===== src/rtl/pe_sequencer_if.sv =====
// Bus bundle between the PE sequencer and its environment: weight/activation
// streams, the result stream, and the PE's weight-load and compute ports.
interface pe_sequencer_if #(
  parameter int weight_bit = 32,
  parameter int depth      = 16,
  parameter int len_w      = $clog2(depth) + 1
);
  localparam int addr_w = $clog2(depth);

  logic [len_w-1:0]      cfg_len;
  logic                  w_valid;
  logic                  w_ready;
  logic [weight_bit-1:0] w_data;
  logic                  x_valid;
  logic                  x_ready;
  logic [weight_bit-1:0] x_data;
  logic                  res_valid;
  logic                  res_ready;
  logic [weight_bit-1:0] res_data;
  logic                  pe_demux_select;
  logic                  pe_mux_select;
  logic                  pe_write_enable;
  logic                  pe_read_enable;
  logic [addr_w-1:0]     pe_wr_addr;
  logic [addr_w-1:0]     pe_rd_addr;
  logic [weight_bit-1:0] pe_weight;
  logic [weight_bit-1:0] pe_input_data;
  logic                  pe_acc_clear;
  logic [weight_bit-1:0] pe_out;

  // Sequencer side.
  modport master (
    input  cfg_len, w_valid, w_data, x_valid, x_data, res_ready, pe_out,
    output w_ready, x_ready, res_valid, res_data,
           pe_demux_select, pe_mux_select, pe_write_enable, pe_read_enable,
           pe_wr_addr, pe_rd_addr, pe_weight, pe_input_data, pe_acc_clear
  );

  // Environment side: stream producers/consumer and the PE itself.
  modport slave (
    output cfg_len, w_valid, w_data, x_valid, x_data, res_ready, pe_out,
    input  w_ready, x_ready, res_valid, res_data,
           pe_demux_select, pe_mux_select, pe_write_enable, pe_read_enable,
           pe_wr_addr, pe_rd_addr, pe_weight, pe_input_data, pe_acc_clear
  );
endinterface


===== src/rtl/pe_sequencer.sv =====
// Ping-pong weight loader plus compute FSM driving an MLP processing element;
// loading one bank overlaps with a dot product on the other.
module pe_sequencer #(
  parameter int weight_bit = 32,
  parameter int depth      = 16,
  parameter int len_w      = $clog2(depth) + 1
) (
  input  logic          clk,
  input  logic          reset,
  pe_sequencer_if.master bus
);
  localparam int addr_w = $clog2(depth);
  localparam logic [len_w-1:0] depth_len = len_w'(depth);

  typedef enum logic [2:0] {IDLE, CLEAR, MAC, CAPTURE, OUT} state_t;

  state_t                state;
  state_t                state_next;

  logic [1:0]            bank_valid;
  logic                  wbank;
  logic                  cbank;
  logic [len_w-1:0]      len_q [2];
  logic [addr_w-1:0]     wcnt;
  logic [addr_w-1:0]     xcnt;
  logic [addr_w-1:0]     rd_addr_q;
  logic [weight_bit-1:0] res_data_q;
  logic                  res_valid_q;

  logic [len_w-1:0]      eff_len;
  logic [len_w-1:0]      wlen;
  logic [len_w-1:0]      clen;
  logic                  w_ready_int;
  logic                  w_fire;
  logic                  w_last;
  logic                  x_fire;
  logic                  x_last;
  logic                  capture;

  logic                  x_ready_c;
  logic                  read_c;
  logic                  clear_c;
  logic [weight_bit-1:0] input_c;
  logic [addr_w-1:0]     rd_addr_c;

  // Until the first beat latches the length, the live cfg_len governs the bank.
  always_comb begin
    eff_len = bus.cfg_len;
    if (bus.cfg_len == '0 || bus.cfg_len > depth_len) begin
      eff_len = depth_len;
    end
    wlen = (wcnt == '0) ? eff_len : len_q[wbank];
    clen = len_q[cbank];
  end

  assign w_ready_int = !reset && !bank_valid[wbank];
  assign w_fire      = bus.w_valid && w_ready_int;
  assign w_last      = (len_w'(wcnt) == (wlen - len_w'(1)));
  assign x_fire      = !reset && (state == MAC) && bus.x_valid;
  assign x_last      = (len_w'(xcnt) == (clen - len_w'(1)));
  assign capture     = (state == CAPTURE);

  always_ff @(posedge clk) begin
    if (reset) begin
      wcnt     <= '0;
      wbank    <= 1'b0;
      len_q[0] <= '0;
      len_q[1] <= '0;
    end else if (w_fire) begin
      if (wcnt == '0) begin
        len_q[wbank] <= eff_len;
      end
      if (w_last) begin
        wcnt  <= '0;
        wbank <= ~wbank;
      end else begin
        wcnt <= wcnt + addr_w'(1);
      end
    end
  end

  // Load and compute always address opposite banks, so set and clear never collide.
  always_ff @(posedge clk) begin
    if (reset) begin
      bank_valid <= 2'b00;
    end else begin
      if (w_fire && w_last) begin
        bank_valid[wbank] <= 1'b1;
      end
      if (capture) begin
        bank_valid[cbank] <= 1'b0;
      end
    end
  end

  always_ff @(posedge clk) begin
    if (reset) begin
      state <= IDLE;
    end else begin
      state <= state_next;
    end
  end

  always_comb begin
    state_next = state;
    x_ready_c  = 1'b0;
    read_c     = 1'b0;
    clear_c    = 1'b0;
    input_c    = '0;
    rd_addr_c  = rd_addr_q;
    case (state)
      IDLE: begin
        if (bank_valid[cbank]) begin
          state_next = CLEAR;
        end
      end
      CLEAR: begin
        clear_c    = 1'b1;
        state_next = MAC;
      end
      MAC: begin
        x_ready_c = 1'b1;
        read_c    = 1'b1;
        if (bus.x_valid) begin
          input_c = bus.x_data;
          if (x_last) begin
            state_next = CAPTURE;
          end
        end
      end
      CAPTURE: begin
        read_c     = 1'b1;
        rd_addr_c  = addr_w'(clen - len_w'(1));
        state_next = OUT;
      end
      OUT: begin
        if (bus.res_ready) begin
          state_next = IDLE;
        end
      end
      default: begin
        state_next = IDLE;
      end
    endcase
  end

  // rd_addr_q trails the accepted beat by one cycle to meet the PE's input register.
  always_ff @(posedge clk) begin
    if (reset) begin
      xcnt        <= '0;
      rd_addr_q   <= '0;
      cbank       <= 1'b0;
      res_data_q  <= '0;
      res_valid_q <= 1'b0;
    end else begin
      case (state)
        CLEAR: begin
          xcnt      <= '0;
          rd_addr_q <= '0;
        end
        MAC: begin
          if (x_fire) begin
            rd_addr_q <= xcnt;
            xcnt      <= x_last ? '0 : xcnt + addr_w'(1);
          end
        end
        CAPTURE: begin
          res_data_q  <= bus.pe_out;
          res_valid_q <= 1'b1;
          cbank       <= ~cbank;
        end
        OUT: begin
          if (bus.res_ready) begin
            res_valid_q <= 1'b0;
          end
        end
        default: begin
        end
      endcase
    end
  end

  assign bus.w_ready         = w_ready_int;
  assign bus.x_ready         = x_ready_c && !reset;
  assign bus.res_valid       = res_valid_q;
  assign bus.res_data        = res_data_q;
  assign bus.pe_demux_select = wbank;
  assign bus.pe_mux_select   = cbank;
  assign bus.pe_write_enable = w_fire;
  assign bus.pe_read_enable  = read_c && !reset;
  assign bus.pe_wr_addr      = wcnt;
  assign bus.pe_rd_addr      = rd_addr_c;
  assign bus.pe_weight       = bus.w_data;
  assign bus.pe_input_data   = reset ? '0 : input_c;
  assign bus.pe_acc_clear    = reset || clear_c;
endmodule

===== src/flat_wrapper.sv =====
// flat-port wrapper written by rule: the top's interface ports become plain ports
module pe_sequencer_flat 
#(
  parameter int weight_bit = 32,
  parameter int depth      = 16,
  parameter int len_w      = $clog2(depth) + 1
)
  (clk, reset, bus_cfg_len, bus_w_valid, bus_w_data, bus_x_valid, bus_x_data, bus_res_ready, bus_pe_out, bus_w_ready, bus_x_ready, bus_res_valid, bus_res_data, bus_pe_demux_select, bus_pe_mux_select, bus_pe_write_enable, bus_pe_read_enable, bus_pe_wr_addr, bus_pe_rd_addr, bus_pe_weight, bus_pe_input_data, bus_pe_acc_clear);
  pe_sequencer_if #(.weight_bit(weight_bit), .depth(depth), .len_w(len_w)) bus_i ();
  input  logic clk;
  input  logic reset;
  input wire logic [$bits(bus_i.cfg_len)-1:0] bus_cfg_len;
  input wire logic [$bits(bus_i.w_valid)-1:0] bus_w_valid;
  input wire logic [$bits(bus_i.w_data)-1:0] bus_w_data;
  input wire logic [$bits(bus_i.x_valid)-1:0] bus_x_valid;
  input wire logic [$bits(bus_i.x_data)-1:0] bus_x_data;
  input wire logic [$bits(bus_i.res_ready)-1:0] bus_res_ready;
  input wire logic [$bits(bus_i.pe_out)-1:0] bus_pe_out;
  output wire logic [$bits(bus_i.w_ready)-1:0] bus_w_ready;
  output wire logic [$bits(bus_i.x_ready)-1:0] bus_x_ready;
  output wire logic [$bits(bus_i.res_valid)-1:0] bus_res_valid;
  output wire logic [$bits(bus_i.res_data)-1:0] bus_res_data;
  output wire logic [$bits(bus_i.pe_demux_select)-1:0] bus_pe_demux_select;
  output wire logic [$bits(bus_i.pe_mux_select)-1:0] bus_pe_mux_select;
  output wire logic [$bits(bus_i.pe_write_enable)-1:0] bus_pe_write_enable;
  output wire logic [$bits(bus_i.pe_read_enable)-1:0] bus_pe_read_enable;
  output wire logic [$bits(bus_i.pe_wr_addr)-1:0] bus_pe_wr_addr;
  output wire logic [$bits(bus_i.pe_rd_addr)-1:0] bus_pe_rd_addr;
  output wire logic [$bits(bus_i.pe_weight)-1:0] bus_pe_weight;
  output wire logic [$bits(bus_i.pe_input_data)-1:0] bus_pe_input_data;
  output wire logic [$bits(bus_i.pe_acc_clear)-1:0] bus_pe_acc_clear;
  assign bus_i.cfg_len = bus_cfg_len;
  assign bus_i.w_valid = bus_w_valid;
  assign bus_i.w_data = bus_w_data;
  assign bus_i.x_valid = bus_x_valid;
  assign bus_i.x_data = bus_x_data;
  assign bus_i.res_ready = bus_res_ready;
  assign bus_i.pe_out = bus_pe_out;
  assign bus_w_ready = bus_i.w_ready;
  assign bus_x_ready = bus_i.x_ready;
  assign bus_res_valid = bus_i.res_valid;
  assign bus_res_data = bus_i.res_data;
  assign bus_pe_demux_select = bus_i.pe_demux_select;
  assign bus_pe_mux_select = bus_i.pe_mux_select;
  assign bus_pe_write_enable = bus_i.pe_write_enable;
  assign bus_pe_read_enable = bus_i.pe_read_enable;
  assign bus_pe_wr_addr = bus_i.pe_wr_addr;
  assign bus_pe_rd_addr = bus_i.pe_rd_addr;
  assign bus_pe_weight = bus_i.pe_weight;
  assign bus_pe_input_data = bus_i.pe_input_data;
  assign bus_pe_acc_clear = bus_i.pe_acc_clear;
  pe_sequencer #(.weight_bit(weight_bit), .depth(depth), .len_w(len_w)) u_core (.clk(clk), .reset(reset), .bus(bus_i));
endmodule

===== config.mk =====
export PLATFORM = sky130hd
export DESIGN_NAME = pe_sequencer_flat
export DESIGN_NICKNAME = d
export VERILOG_FILES = /design/src/rtl/pe_sequencer_if.sv /design/src/rtl/pe_sequencer.sv /design/src/flat_wrapper.sv
export SDC_FILE = /design/constraint.sdc
export NUM_CORES = 1
export LEC_CHECK = 0
export ABC_AREA = 1
export BUFFER_PORTS_ARGS = -buffer_cell sky130_fd_sc_hd__clkbuf_2
export CAP_MARGIN = 30
export CORE_AREA = 2 2 98 100
export CTS_BUF_LIST = sky130_fd_sc_hd__clkbuf_8
export CTS_CLUSTER_DIAMETER = 30
export DETAILED_ROUTE_END_ITERATION = 8
export DIE_AREA = 0 0 100 102
export PLACE_DENSITY = 0.82
export SYNTH_ARGS = -nofsm -noshare
export SYNTH_HDL_FRONTEND = slang
export SYNTH_SLANG_ARGS = --single-unit

===== constraint.sdc =====
create_clock -name clk -period 2.5 [get_ports clk]
set_clock_uncertainty 0.2 [all_clocks]
set_input_delay 0.125 -clock clk [delete_from_list [all_inputs] [get_ports clk]]
set_output_delay 0.125 -clock clk [all_outputs]
set_load 0.05 [all_outputs]

==> results.cfg, run 1 <==
[run_status]
status = finished clean

[yosys]
synthDistinctLibCells = 30
synth_top_area_share_pct = 29.3
asyncSetResetFlopFracSynth_pct = 0
netlist_top_cells_area = sky130_fd_sc_hd__dfxtp_1 (29%), sky130_fd_sc_hd__nor2_1 (13%), sky130_fd_sc_hd__nand2_1 (8.4%), sky130_fd_sc_hd__edfxtp_1 (8.1%), sky130_fd_sc_hd__inv_1 (7.0%)
post_synth_inst_count = 544
synth.ff_latch_count = 64
synth.net_count = 656
synth.cells.most_frequent = sky130_fd_sc_hd__nor2_1 (127), sky130_fd_sc_hd__nand2_1 (82), sky130_fd_sc_hd__inv_1 (69)
synth.yosys.seq_area_share_pct = 37.5
synth_enable_flop_cells = 10
synth-warning-count = 0
synth_top_area_cell = sky130_fd_sc_hd__dfxtp_1
most_numerous_cell_in_the_yosys_netlist = sky130_fd_sc_hd__nor2_1
syn_area_um2 = 3680
ys_dominant_reg_cell = sky130_fd_sc_hd__dfxtp_1
syn_area_per_cell_um2 = 6.77

[cells_and_area]
num_antenna_cells = 0
drive_gt1_share_pct = 30.3
final_cell_area_um2 = 4980
final_net_count = 817
storage_cell_area_um2 = 1390
layout_overhead_on_the_synthesized_area_pct = 35.0
n_fill_cell = 843
multi_input_area_um2 = 1740
final_design_utilization_pct = 54.6

[drt]
via_per_inst = 4.70
dr.pass1.iters = 5
detailedRoute.firstIterationViolations = 203
totalWireLength_um = 10500
postRouteAntennaNets = 0
post_dr_wirelength_cell_um = 12.8
vias = 3857
drcViolationCount = 0

[sta]
unrepaired_setup_endpoints_after_global_routing = no
layout_min_cycle_time_ns = 2.32
worstMarginPinSlew_ns = 0.482
final_min_period_over_clock_period_pct = 92.8
timing_hold_violations_final = 0
report.final.slew_viol_count = 0
slew_headroom_pct = 67.5
report.final.setup_viol = 0
max_clock_freq_mhz = 431

[placement]
globalplace.congestion = 0.854
dpl_cell_area_um2 = 4400
place.port_buffers = 153
place_hpwl_um = 7140

[power_and_ir_drop]
cellPowerDensity_nw_per_um2 = 565
total_leakage_power_nw = 2.63
vdd_drop_max_mv = 0.378

[floorplan]
die_height_um = 102
initial_core_utilization_pct = 40.5
design.core.area_um2 = 9110
ios = 218
die_w_um = 100
std_cell_rows = 35
area_of_the_die_um2 = 10200

[run]
maxCapViolations = 0

[setup_path]
worst_ep_arrival_time_ns = 2.35
worst_setup_path_end_kind = flop
startpoint_class_of_the_critical_path = flop
crit_fanout = 5
worstPathRequired_ns = 2.53
worstSetupPathType = reg2reg

[cts]
ctsRootBufferMaster = sky130_fd_sc_hd__clkbuf_8
tritoncts = built
cts_buffer_depth = 2
cts.htree.levels = 3
cts_inserted_buffers = 9
clkLatencyLatePin_ns = 0.33
worst_setup_hold_path_clk_slew_ns = 0.07
cts.sinks = 64

[grt]
gr-usage-all-layers_pct = 19.7
grt_pass1_vias = 3514
grt_first_pass_wirelength_um = 16100
pin_count_of_the_biggest_net_entering_global_routing = 40
grt_remaining_overflow = 0
grt_antenna_before_repair = 0

[min_path]
holdCritPathClass = in2reg
==> worst paths after layout <==
| path | startpoint | endpoint | slack (ns) | cells past startpoint |
|---|---|---|---|---|
| setup reg to reg | u_core.bus.pe_wr_addr[1]$_SDFFE_PP0P_ | u_core.bus.pe_demux_select$_SDFFE_PP0N_ | 0.18 | 16 |
| hold / removal | bus_cfg_len[3] | u_core.len_q[1][3]$_SDFFCE_PN0P_ | 0.01 | 3 |
| setup / recovery | u_core.bus.pe_wr_addr[1]$_SDFFE_PP0P_ | u_core.bus.pe_demux_select$_SDFFE_PP0N_ | 0.18 | 16 |
| hold reg to reg | u_core.rd_addr_q[2]$_SDFFE_PP0P_ | u_core.rd_addr_q[2]$_SDFFE_PP0P_ | 0.27 | 2 |
==> metal layers <==
| layer | up-vias | routed length [um] | GRT usage (%) |
|---|---|---|---|
| li1 | 1984 | - | - |
| met1 | 1707 | 4480 | 24.4 |
| met2 | 142 | 5160 | 33.5 |
| met3 | 24 | 680 | 4.31 |
| met4 | 0 | 198 | 7.90 |
| met5 | - | 0 | 0 |
==> power by group <==
| group | internal, mW | leakage, nW | switching (mW) |
|---|---|---|---|
| Combinational | 0.277 | 1.98 | 0.522 |
| Sequential | 1.09 | 0.543 | 0.0405 |
| Clock | 0.505 | 0.112 | 0.380 |
==> metrics by stage <==
step	hold WS, ns	TNS [ns]	total power, mW	instances	setup WS (ns)
after global routing	0.0282	0	2.96	821	0.0149
after CTS	0.00432	0	2.81	820	0.0552
final	0.0126	0	2.81	821	0.179
after global placement	0.0503	0	1.88	768	0.0318
after detailed placement	0.0503	-0.00539	1.88	768	-0.00270
after floorplan	0.0599	-1.35	1.83	544	-0.0424
==> state kept, by name, summed over array words and instances, names as in the netlist, 2 cells and up, named ones only <==
| register | flops |
|---|---|
| u_core.rd_addr_q | 4 |
| u_core.bus.pe_wr_addr | 4 |
| u_core.len_q | 10 |
| u_core.bank_valid | 2 |
| u_core.bus.res_data | 32 |
| u_core.state | 3 |
| u_core.xcnt | 4 |
==> timing repair <==
| action | 4_1_cts | 5_1_grt |
|---|---|---|
| setup endpoints to repair | 0 | 14 |
| gates resized for setup | 0 | 3 |
| endpoints found under the hold margin | 38 | 0 |
| setup buffers | 0 | 1 |
| hold buffers | 36 | 0 |
==> final cells by class <==
| type | count | share of cell area [%] |
|---|---|---|
| multi-input cells | 358 | 34.9 |
| flip-flops and latches | 64 | 28.0 |
| repair buffers | 199 | 24.7 |
| inverters | 73 | 5.56 |
| clock buffers | 11 | 3.04 |
| well taps | 111 | 2.79 |
| clock inverters | 5 | 0.955 |
==> critical path, cell delays in order, from the launching register on <==
cell,delay [ns]
sky130_fd_sc_hd__dfxtp_4,0.37
sky130_fd_sc_hd__inv_1,0.07
sky130_fd_sc_hd__ha_4,0.18
sky130_fd_sc_hd__nand2_4,0.09
sky130_fd_sc_hd__inv_4,0.04
sky130_fd_sc_hd__nand2_1,0.07
sky130_fd_sc_hd__nand2_2,0.06
sky130_fd_sc_hd__ha_1,0.30
sky130_fd_sc_hd__xnor2_1,0.13
sky130_fd_sc_hd__nor2_1,0.09
sky130_fd_sc_hd__nand2_1,0.09
sky130_fd_sc_hd__nor2_4,0.10
sky130_fd_sc_hd__nand2_1,0.07
sky130_fd_sc_hd__nor2_2,0.14
sky130_fd_sc_hd__nand3_2,0.09
sky130_fd_sc_hd__nand2_1,0.09
sky130_fd_sc_hd__nor2_1,0.04
==> placed cells by master (no fill, tap or decap), types with 11 or more instances in the layout <==
cell                            Yosys  layout
sky130_fd_sc_hd__nand2_1           82      82
sky130_fd_sc_hd__o21ai_0           43      43
sky130_fd_sc_hd__nand3_1           38      38
sky130_fd_sc_hd__clkbuf_2           0     151
sky130_fd_sc_hd__dfxtp_1           54      49
sky130_fd_sc_hd__nor2_1           127     127
sky130_fd_sc_hd__a21oi_1           12      12
sky130_fd_sc_hd__inv_1             69      70
sky130_fd_sc_hd__clkbuf_8           0      11
sky130_fd_sc_hd__dlygate4sd3_1      0      36
==> cell families (layout without fill, tap and decap cells) <==
kind of cell,after synthesis,count (layout),synth area share (%)
muxes,1,1,0.272
buffers and inverters,122,288,15.9
and+or+nand+nor,283,283,34.0
adders and majority gates,6,6,2.04
AOI/OAI and AO/OA,60,60,8.42
DFF,64,64,37.5
xor gates and xnor gates,8,8,1.90
No activity file was read; power rests on OpenSTA's default activity.
==> inputs of run 2 (changes only) <==
Settings changed: BUFFER_PORTS_ARGS -buffer_cell sky130_fd_sc_hd__clkbuf_2 to -buffer_cell sky130_fd_sc_hd__buf_2.
==> results.cfg, run 2 (synthesis results as in run 1) <==
[run_status]
status = finished clean

[cells_and_area]
most-common-layout-cells = sky130_fd_sc_hd__buf_2 (153), sky130_fd_sc_hd__nor2_1 (127), sky130_fd_sc_hd__nand2_1 (81), sky130_fd_sc_hd__inv_1 (68), sky130_fd_sc_hd__dfxtp_1 (49)
n_fill_cell = 861
drive_gt1_share_pct = 30.9
multi_input_area_um2 = 1750
layout_overhead_on_the_synthesized_area_pct = 35.6
mostFrequentLayoutCell = sky130_fd_sc_hd__buf_2
final_cell_area_um2 = 5000
largest_reg_flops = 32
final_net_count = 820
num_antenna_cells = 0
final_design_utilization_pct = 54.8
storage_cell_area_um2 = 1390

[placement]
place_hpwl_um = 7260
dpl_cell_area_um2 = 4380
place.port_buffers = 153
globalplace.congestion = 0.852

[grt]
grt_antenna_before_repair = 0
grt_remaining_overflow = 0
pin_count_of_the_biggest_net_entering_global_routing = 40
grt_pass1_vias = 3679
grt_first_pass_wirelength_um = 16900
gr-usage-all-layers_pct = 20.6

[drt]
detailedRoute.firstIterationViolations = 179
drcViolationCount = 0
dr.pass1.iters = 4
totalWireLength_um = 10900
via_per_inst = 4.80
postRouteAntennaNets = 0
post_dr_wirelength_cell_um = 13.2
vias = 3953

[setup_path]
crit_fanout = 32
worst_setup_path_end_kind = output pin
worstSetupPathType = reg2out
worstPathRequired_ns = 2.17
worst_ep_arrival_time_ns = 1.98
startpoint_class_of_the_critical_path = flop

[power_and_ir_drop]
vdd_drop_max_mv = 0.338
netSwitchingFraction_pct = 34.0
total_switching_power_uw = 968
total_leakage_power_nw = 2.69
p_seq_share_pct = 39.5
power.internal_mw = 1.88
cellPowerDensity_nw_per_um2 = 571
power.clock.fraction_pct = 32.0
pwr-share-comb_pct = 28.6

[cts]
worst_setup_hold_path_clk_slew_ns = 0.07
tritoncts = built
cts.sinks = 64
ctsRootBufferMaster = sky130_fd_sc_hd__clkbuf_8
cts_inserted_buffers = 9
cts_buffer_depth = 2
cts.htree.levels = 3
clkLatencyLatePin_ns = 0.34

[sta]
report.final.setup_viol = 0
report.final.slew_viol_count = 0
max_clock_freq_mhz = 434
worstMarginPinSlew_ns = 0.531
slew_headroom_pct = 64.2
layout_min_cycle_time_ns = 2.31
final_min_period_over_clock_period_pct = 92.2
timing_hold_violations_final = 0

[floorplan]
die_w_um = 100
initial_core_utilization_pct = 40.5
design.core.area_um2 = 9110
std_cell_rows = 35
ios = 218
die_height_um = 102
area_of_the_die_um2 = 10200

[min_path]
holdCritPathClass = in2reg

[run]
maxCapViolations = 0
run 2: cell types whose count changed in the layout (fill, tap and decap cells not counted), moves of 2 or more:
cell                            before  now
sky130_fd_sc_hd__buf_12              2    0
sky130_fd_sc_hd__clkbuf_2          151    0
sky130_fd_sc_hd__clkinvlp_4          0    2
sky130_fd_sc_hd__buf_2               0  153
sky130_fd_sc_hd__dlygate4sd3_1      36   38
sky130_fd_sc_hd__inv_1              70   68
run 2: worst paths after layout:
kind / startpoint / end / slack (ns) / depth (start not counted)
min: bus_x_valid / u_core.state[0]$_SDFFE_PP0P_ / 0.04 / 5
max reg2reg: u_core.bus.pe_wr_addr[1]$_SDFFE_PP0P_ / u_core.bus.pe_demux_select$_SDFFE_PP0N_ / 0.21 / 16
max: u_core.state[2]$_SDFFE_PP0P_ / bus_pe_input_data[31] / 0.19 / 7
min reg2reg: u_core.rd_addr_q[0]$_SDFFE_PP0P_ / u_core.rd_addr_q[0]$_SDFFE_PP0P_ / 0.27 / 2
run 2: critical path, stage by stage (launching register included):
cell,delay (ns)
sky130_fd_sc_hd__dfxtp_1,0.39
sky130_fd_sc_hd__nor2_1,0.16
sky130_fd_sc_hd__nand2_1,0.14
sky130_fd_sc_hd__nor2_2,0.13
sky130_fd_sc_hd__nand2_1,0.12
sky130_fd_sc_hd__buf_4,0.25
sky130_fd_sc_hd__nor2_1,0.17
sky130_fd_sc_hd__buf_2,0.29
run 2: area by class of cell:
cell class                 instances  area share [%]
inverter                          73            5.53
multi-input combinational        358            35.1
clock buffer                      11            3.03
sequential                        64            27.9
clock inverter                     5            1.10
timing repair buffer             202            24.6
tap                              111            2.78
run 2: timing repair:
action / 4_1_cts / 5_1_grt
hold endpoints to repair: 44 / 0
hold buffers: 38 / 0
buffers inserted: 0 / 1
setup endpoints to repair: 0 / 12
gates resized for setup: 0 / 5
run 2: power groups by stage:
| stage | combinational (mW) | clock [mW] | sequential, mW |
|---|---|---|---|
| floorplan | 0.640 | 0 | 1.19 |
| global placement | 0.731 | 0 | 1.15 |
| detailed placement | 0.738 | 0 | 1.15 |
| CTS | 0.790 | 0.927 | 1.12 |
| global route | 0.892 | 0.975 | 1.13 |
| finish | 0.815 | 0.911 | 1.13 |
run 2: layer usage:
metal	up-vias	global-route usage (%)	wire length [um]
met4	0	7.69	147
met5	-	0	0
met3	14	4.92	688
met2	142	36.1	5540
li1	1988	-	-
met1	1809	24.7	4490
run 2: stage by stage:
step | power (mW) | setup WS [ns] | setup TNS [ns] | cells | hold slack, ns
floorplan | 1.83 | -0.0424 | -1.35 | 544 | 0.0599
global placement | 1.88 | 0.0151 | 0 | 769 | 0.0503
detailed placement | 1.88 | -0.0550 | -0.126 | 769 | 0.0503
CTS | 2.84 | 0.0514 | 0 | 823 | 0.0343
global route | 3.00 | -0.00222 | -0.00315 | 824 | 0.0501
finish | 2.85 | 0.194 | 0 | 824 | 0.0440
==> inputs of run 3 (changes only) <==
Settings changed: CORE_AREA 2 2 98 100 to 2 2 99 101, CTS_BUF_LIST sky130_fd_sc_hd__clkbuf_8 to sky130_fd_sc_hd__clkbuf_16, DIE_AREA 0 0 100 102 to 0 0 101 103, PLACE_DENSITY 0.82 to 0.81.
==> results.cfg, run 3 (synthesis results as in run 1) <==
[placement]
globalplace.congestion = 0.855
place_hpwl_um = 6970
place.port_buffers = 153
worst_setup_timing_slack_at_the_placement_stage_ns = -0.0315

[sta]
report.final.slew_viol_count = 0
whs_ns = 0.0146
timing_hold_violations_final = 0
fin_tns_setup_ns = 0
slew_headroom_pct = 65.6
layout_min_cycle_time_ns = 2.32
setup_ws_ns = 0.177
unrepaired_setup_endpoints_after_global_routing = no
report.final.setup_viol = 0
final_min_period_over_clock_period_pct = 92.9
worstMarginPinSlew_ns = 0.511
max_clock_freq_mhz = 431

[cts]
cts.htree.levels = 3
clkLatencyLatePin_ns = 0.32
cts.sinks = 64
worst_setup_hold_path_clk_slew_ns = 0.05
cts_buffer_depth = 2
ctsRootBufferMaster = sky130_fd_sc_hd__clkbuf_16
tritoncts = built
cts_inserted_buffers = 9

[floorplan]
design.core.area_um2 = 9460
ios = 218
die_w_um = 101
initial_core_utilization_pct = 39.0
std_cell_rows = 36
die_height_um = 103
area_of_the_die_um2 = 10400

[power_and_ir_drop]
p_total_mw = 3.13
total_leakage_power_nw = 2.72
vdd_drop_max_mv = 0.375
cellPowerDensity_nw_per_um2 = 620

[min_path]
timing.hold.worst_path_depth = 3
min-delay-start = bus_cfg_len[2]
hold-path-endpoint = u_core.len_q[1][2]$_SDFFCE_PN0P_
holdCritPathClass = in2reg

[grt]
grt_pass1_vias = 3513
grt_antenna_before_repair = 0
met2_layer_usage_reported_by_global_route_pct = 33.4
grt_remaining_overflow = 0
gr-usage-all-layers_pct = 18.7
gr-usage-met1_pct = 21.8
grt_first_pass_wirelength_um = 15500
pin_count_of_the_biggest_net_entering_global_routing = 40
global_route.usage.met3_pct = 4.61
grt_most_used_layer = met2

[setup_path]
startpoint_class_of_the_critical_path = flop
worstSetupPathType = reg2reg
crit_chain = inv_1 > ha_4 > nand2_4 > inv_4 > nand2_1 > nand2_2 > ha_1 > xnor2_1 > nor2_1 > nand2_1 > nor2_4 > nand2_1 > nor2_2 > nand3_2 > nand2_2 > nor2_1
worst_ep_arrival_time_ns = 2.34
timing.critical_path.slowest_cell_delay_ns = 0.36
rrSetupSlack_ns = 0.18
crit_fanout = 5
crit-reg2reg-capture = u_core.bus.pe_demux_select$_SDFFE_PP0N_
crit_slowest_cell = sky130_fd_sc_hd__dfxtp_4
r2r_start = u_core.bus.pe_wr_addr[1]$_SDFFE_PP0P_
worst_r2r_path_depth = 16
worst_setup_path_end_kind = flop
worstPathRequired_ns = 2.52
critical_path.most_common_cell = sky130_fd_sc_hd__nand2_1

[cells_and_area]
mostFrequentLayoutCell = sky130_fd_sc_hd__buf_2
most-common-layout-cells = sky130_fd_sc_hd__buf_2 (153), sky130_fd_sc_hd__nor2_1 (127), sky130_fd_sc_hd__nand2_1 (81), sky130_fd_sc_hd__inv_1 (69), sky130_fd_sc_hd__dfxtp_1 (49)
layout_overhead_on_the_synthesized_area_pct = 36.9
num_antenna_cells = 0
n_fill_cell = 869
final_net_count = 817
largest_reg_flops = 32
drive_gt1_share_pct = 30.3
final_design_utilization_pct = 53.3

[drt]
vias = 3802
postRouteAntennaNets = 0
via_per_inst = 4.62
drcViolationCount = 0
post_dr_wirelength_cell_um = 12.4
totalWireLength_um = 10200
dr.pass1.iters = 5
detailedRoute.firstIterationViolations = 198

[run]
maxCapViolations = 0

[run_status]
status = finished clean
==> run 3: cell count changes in the layout (fill, tap and decap cells not counted), moves of 2 or more <==
| cell | previous run | this run |
|---|---|---|
| sky130_fd_sc_hd__clkbuf_16 | 0 | 11 |
| sky130_fd_sc_hd__clkbuf_8 | 11 | 0 |
| sky130_fd_sc_hd__dlygate4sd3_1 | 38 | 35 |
| sky130_fd_sc_hd__clkinv_1 | 0 | 2 |
| sky130_fd_sc_hd__clkinvlp_4 | 2 | 0 |
==> run 3: routing by layer <==
| metal | part of all wire [%] | routed length (um) |
|---|---|---|
| met1 | 42 | 4300 |
| met2 | 52 | 5250 |
| met3 | 5.3 | 540 |
| met4 | 1.0 | 104 |
| met5 | 0 | 0 |
==> run 3: final cells by class <==
type | instances | area [um2] | area share, %
Multi-Input combinational cell | 358 | 1740 | 34.5
Clock buffer | 11 | 275 | 5.46
Clock inverter | 4 | 16.3 | 0.322
Inverter | 73 | 277 | 5.48
Sequential cell | 64 | 1400 | 27.7
Timing Repair Buffer | 199 | 1200 | 23.8
Tap cell | 114 | 143 | 2.83
==> run 3: worst max-delay path by stage <==
| stage | endpoint | from | depth (start not counted) |
|---|---|---|---|
| 2_1_floorplan | bus_pe_input_data[10] | u_core.state[2]$_SDFFE_PP0P_ | 6 |
| 4_1_cts | u_core.bus.pe_demux_select$_SDFFE_PP0N_ | u_core.bus.pe_wr_addr[0]$_SDFFE_PP0P_ | 15 |
| 3_5_place_dp | u_core.bus.pe_demux_select$_SDFFE_PP0N_ | bus_cfg_len[3] | 18 |
| 3_3_place_gp | flop | bus_cfg_len[3] | 18 |
| 5_1_grt | u_core.bus.pe_demux_select$_SDFFE_PP0N_ | u_core.bus.pe_wr_addr[1]$_SDFFE_PP0P_ | 16 |
| 6_report | u_core.bus.pe_demux_select$_SDFFE_PP0N_ | u_core.bus.pe_wr_addr[1]$_SDFFE_PP0P_ | 16 |
==> run 3: stage by stage <==
| step | std cells | instance area (um2) |
|---|---|---|
| 5_1_grt | 823 | 5040 |
| 3_5_place_dp | 772 | 4380 |
| 4_1_cts | 822 | 5020 |
| 3_3_place_gp | 772 | 4380 |
| 6_report | 823 | 5040 |
| 2_1_floorplan | 544 | 3700 |
==> run 3: critical path, delay by kind of cell (launching register included) <==
| family | cells | cell delay [ns] |
|---|---|---|
| xor+xnor | 1 | 0.13 |
| buf+inv | 2 | 0.12 |
| simple gates | 11 | 0.92 |
| fa+ha+maj | 2 | 0.48 |
| flops | 1 | 0.36 |
==> run 3: what timing repair did <==
action	in CTS	in global routing
hold buffers	35	0
gates resized for setup	0	5
hold endpoints to repair	40	0
setup endpoints to repair	0	13
setup buffers	0	1
==> run 3: where the power goes <==
group / leakage [nW] / internal [mW] / switching (mW)
Sequential: 0.543 / 1.09 / 0.0412
Combinational: 2.03 / 0.277 / 0.521
Clock: 0.148 / 0.773 / 0.429
Total: 2.72 / 2.14 / 0.991
